File: src/rtl/controle_cronometro.sv
// Stopwatch control: debounces Iniciar/Zerar, runs the ZERADO/CONTANDO/PARADO/VOLTA FSM,
// drives the counter enable/clear and selects live count or frozen lap for the display.
module controle_cronometro #(
  parameter int DEBOUNCE = 500000,
  localparam int CW = $clog2(DEBOUNCE + 1)
) (
  input  logic        clk,
  input  logic        rst,
  input  logic        btnIniciar,
  input  logic        btnZerar,
  input  logic [13:0] number,
  output logic        contaTempo,
  output logic        zeraTempo,
  output logic [13:0] display,
  output logic [1:0]  estado
);

  typedef enum logic [1:0] {
    ZERADO   = 2'd0,
    CONTANDO = 2'd1,
    PARADO   = 2'd2,
    VOLTA    = 2'd3
  } state_t;

  // Bit 0 is Iniciar, bit 1 is Zerar.
  logic [1:0]    sync1_q, sync1_d;
  logic [1:0]    sync2_q, sync2_d;
  logic [1:0]    deb_q, deb_d;
  logic [1:0]    deb_prev_q, deb_prev_d;
  logic [CW-1:0] cnt_q [2];
  logic [CW-1:0] cnt_d [2];
  logic [1:0]    ev;
  state_t        state_q, state_d;
  logic [13:0]   lap_q, lap_d;

  always_comb begin
    sync1_d    = {btnZerar, btnIniciar};
    sync2_d    = sync1_q;
    deb_prev_d = deb_q;
    deb_d      = deb_q;
    for (int i = 0; i < 2; i++) begin
      cnt_d[i] = cnt_q[i];
      // A pending level change must survive DEBOUNCE consecutive cycles to be accepted.
      if (sync2_q[i] == deb_q[i]) begin
        cnt_d[i] = '0;
      end else if (cnt_q[i] == CW'(DEBOUNCE)) begin
        deb_d[i] = sync2_q[i];
        cnt_d[i] = '0;
      end else begin
        cnt_d[i] = cnt_q[i] + CW'(1);
      end
    end
  end

  assign ev = deb_q & ~deb_prev_q;

  always_comb begin
    state_d = state_q;
    lap_d   = lap_q;
    unique case (state_q)
      ZERADO: begin
        if (ev[0]) state_d = CONTANDO;
      end
      CONTANDO: begin
        if (ev[0]) begin
          state_d = PARADO;
        end else if (ev[1]) begin
          state_d = VOLTA;
          lap_d   = number;
        end
      end
      PARADO: begin
        if (ev[0])      state_d = CONTANDO;
        else if (ev[1]) state_d = ZERADO;
      end
      VOLTA: begin
        if (ev[0])      state_d = PARADO;
        else if (ev[1]) state_d = CONTANDO;
      end
      default: state_d = ZERADO;
    endcase
  end

  always_ff @(posedge clk or posedge rst) begin
    if (rst) begin
      sync1_q    <= '0;
      sync2_q    <= '0;
      deb_q      <= '0;
      deb_prev_q <= '0;
      cnt_q[0]   <= '0;
      cnt_q[1]   <= '0;
      state_q    <= ZERADO;
      lap_q      <= '0;
    end else begin
      sync1_q    <= sync1_d;
      sync2_q    <= sync2_d;
      deb_q      <= deb_d;
      deb_prev_q <= deb_prev_d;
      cnt_q[0]   <= cnt_d[0];
      cnt_q[1]   <= cnt_d[1];
      state_q    <= state_d;
      lap_q      <= lap_d;
    end
  end

  // Moore decode; display follows number combinationally when not frozen.
  always_comb begin
    contaTempo = 1'b0;
    zeraTempo  = 1'b0;
    display    = '0;
    unique case (state_q)
      ZERADO:   zeraTempo = 1'b1;
      CONTANDO: begin
        contaTempo = 1'b1;
        display    = number;
      end
      PARADO:   display = number;
      VOLTA: begin
        contaTempo = 1'b1;
        display    = lap_q;
      end
      default: zeraTempo = 1'b1;
    endcase
  end

  assign estado = state_q;

endmodule

File: config.mk
export PLATFORM = sky130hd
export DESIGN_NAME = controle_cronometro
export DESIGN_NICKNAME = d
export VERILOG_FILES = /design/src/rtl/controle_cronometro.sv
export SDC_FILE = /design/constraint.sdc
export NUM_CORES = 1
export LEC_CHECK = 0
export CAP_MARGIN = 25
export CORE_UTILIZATION = 50
export DETAILED_ROUTE_END_ITERATION = 12
export PLACE_DENSITY = 0.72
export SLEW_MARGIN = 5
export SYNTH_ARGS = -nofsm -noshare
export SYNTH_HDL_FRONTEND = slang
export SYNTH_SLANG_ARGS = --single-unit
File: constraint.sdc
create_clock -name clk -period 2.3 [get_ports clk]
set_clock_uncertainty 0.1 [all_clocks]
set_input_delay 0.575 -clock clk [delete_from_list [all_inputs] [get_ports clk]]
set_output_delay 0.575 -clock clk [all_outputs]
set_load 0.01 [all_outputs]
==> results.cfg <==
[outcome]
status = finished, final reports clean

[timing]
drv_slew = 0
slew_headroom = 0.742
worst_hold_slack_ns = 0.255
rsz0062_at_grt = true
finalHoldViolCount = 0
fin_crit_ns = 2.28
period_share = 0.993
setup_viol = 0
max_freq_mhz = 438
tightest_slew_ns = 0.387

[detailed_routing]
totalWireLength_um = 6370
dr_total_vias = 2476
first_pass_iters = 4
wl_per_cell_um = 14.5
antenna_left = 0
dr.first_iter.drc_count = 164
drc = 0
routed_via_density = 5.64

[critical_path]
cp-end-kind = output port
crit_type = register to output port
critPathMaxFanout = 14
required_ns = 1.62
arrival_ns = 1.61
cp-start-kind = register

[cells_and_area]
drive_gt1_frac = 0.242
antenna_cells = 0
area_delta_synth_final_pct = 23.2
stdcell_count = 439
final_util = 0.652
layout.nets = 388

[power_and_ir_drop]
total_power_mw = 2.18
p_leak_nw = 1.59
ir_drop_mv = 0.349
p_per_area_nw_per_um2 = 554

[clock_tree]
htreeDepth = 3
hold_buffers = 0
tritoncts = yes
clock_latency_ns = 0.32
cts_root_buffer = clkbuf_8
cts.clk_slew.worst_paths_ns = 0.06
cts-buffers-inserted = 9
clk_path_buf_depth = 2
cts_sinks = 62

[synth]
syn-cell-area_um2 = 3190
yosysSeqAreaShare = 0.486
netlist_instances = 313
ys_types = 43
syn_area_per_cell_um2 = 10.2
synth.area.top_cells = dfrtp_1 (49%), mux2_2 (5.6%), nor2_1 (5.5%)
synth.top_cell.area_share = 0.486
synth_top_cell_by_area = dfrtp_1
yosysWarnings = 0
syn_nets = 340
synth-seq-cells = 62

[die]
die_w_um = 81.9
die_h_um = 81.9
rows = 28
io_pins = 36
dieArea_um2 = 6700
start_util = 0.529
core_area_um2 = 6030

[global_routing]
grt_usage = 0.210
grt_pass1_wl_um = 10800
overflow = 0
antenna_found_initial = 0
grt_max_degree = 63
grt_pass1_vias = 2459

[min_path]
hold_class = register to register

[placement]
placedCellCount = 421
routabilityCongestion = 0.823
port_buffers = 35
hpwl_um = 4240

[job]
max_cap_violations = 0
-- flip-flops by register name, summed over array words and instances, names as in the netlist --
register and cells:
sync2_q 2, cnt_q 38, sync1_q 2, lap_q 14
deb_prev_d 2, estado 2, deb_prev_q 2
-- where the power goes --
| group | total, mW | switching [mW] | leakage, nW | internal (mW) |
|---|---|---|---|---|
| sequential | 1.14 | 0.0202 | 0.820 | 1.12 |
| clock | 0.929 | 0.379 | 0.0956 | 0.549 |
| combinational | 0.113 | 0.0575 | 0.674 | 0.0554 |
-- repair_timing --
item	CTS	global route
resized for setup	64	24
setup buffers	3	2
pin swaps	1	2
setup endpoints to repair	15	9
-- synthesized netlist by cell type, drive strengths merged --
| library cell | n |
|---|---|
| nor4b | 4 |
| or2 | 3 |
| nor2 | 47 |
| nor3 | 4 |
| nand2b | 2 |
| a22oi | 14 |
| or3 | 5 |
| nand4 | 12 |
| and4bb | 1 |
| nor2b | 1 |
| xor2 | 15 |
| buf | 8 |
| and3 | 2 |
| nor4 | 3 |
| inv | 12 |
| a21oi | 11 |
| nand2 | 13 |
| ha | 9 |
| o21ai | 7 |
| nand3b | 1 |
| or4 | 9 |
| o31ai | 8 |
| clkbuf | 5 |
| and2 | 1 |
| or4b | 1 |
| dfrtp | 62 |
| nand3 | 19 |
| and4 | 4 |
| a211o | 1 |
| a21o | 1 |
| xnor2 | 11 |
| mux2 | 16 |
| a32oi | 1 |
-- metrics by stage --
step	setup TNS [ns]	instance area (µm²)	setup slack, ns
floorplan	0	3190	0.0836
CTS	-0.0577	3930	-0.0156
global placement	-1.79	3680	-0.165
detailed placement	-1.91	3680	-0.165
global route	-0.0791	3930	-0.0458
finish	0	3930	0.0156
-- worst max-delay path, stage by stage (launching register included) --
cell     delay [ns]
dfrtp_1        0.41
inv_2          0.09
ha_4           0.21
buf_12         0.15
a22oi_1        0.24
nor2_2         0.05
buf_2          0.14
-- cells by family after synthesis --
group                    count (synthesis)  synth area share
AO/OA/AOI/OAI                           43            0.0934
XOR/XNOR                                26            0.0714
adder cells (fa/ha/maj)                  9            0.0353
buffers and inverters                   25            0.0357
flip-flops                              62             0.486
multiplexers                            16            0.0565
AND/OR/NAND/NOR                        132             0.221
-- worst paths after layout --
check / start / to / slack, ns / cells past startpoint
max in group asynchronous: rst / cnt_q[28]$_DFF_PP0_ / 1.29 / 3
worst max-delay path: estado[0]$_DFFE_PP0P_ / display[7] / 0.02 / 6
worst max register to register: estado[1]$_DFFE_PP0P_ / estado[1]$_DFFE_PP0P_ / 0.35 / 7
min in group asynchronous: rst / estado[1]$_DFFE_PP0P_ / 0.52 / 3
worst min-delay path: sync1_q[0]$_DFF_PP0_ / sync2_q[0]$_DFF_PP0_ / 0.26 / 0
worst min register to register: sync1_q[0]$_DFF_PP0_ / sync2_q[0]$_DFF_PP0_ / 0.26 / 0
-- layout by cell type (no fill, tap or decap), types with 13 or more instances in the layout --
master            n
buf_2            15
clkdlybuf4s50_1  20
xor2_1           15
nor2_1           41
mux2_2           16
dfrtp_1          62
nand2_1          13
nand3_1          18
-- layout make-up --
class                   count  area [µm²]
multi-input cells         226        1610
inverters                  12        45.0
clock inverters             1        30.0
repair buffers             50         437
clock buffers              13         159
fillers                   483        2100
flip-flops and latches     62        1550
well taps                  75        93.8
-- metal layers --
metal  up-vias  routed length (µm)  part of all wire  global-route usage
met5         -                   0                 0                   0
met4         0                  66             0.010              0.0772
met3         7                 270             0.042              0.0456
met2        44                3070              0.48               0.341
met1      1217                2960              0.46               0.276
li1       1208                   -                 -                   -
Power figures use the tool's default switching activity.
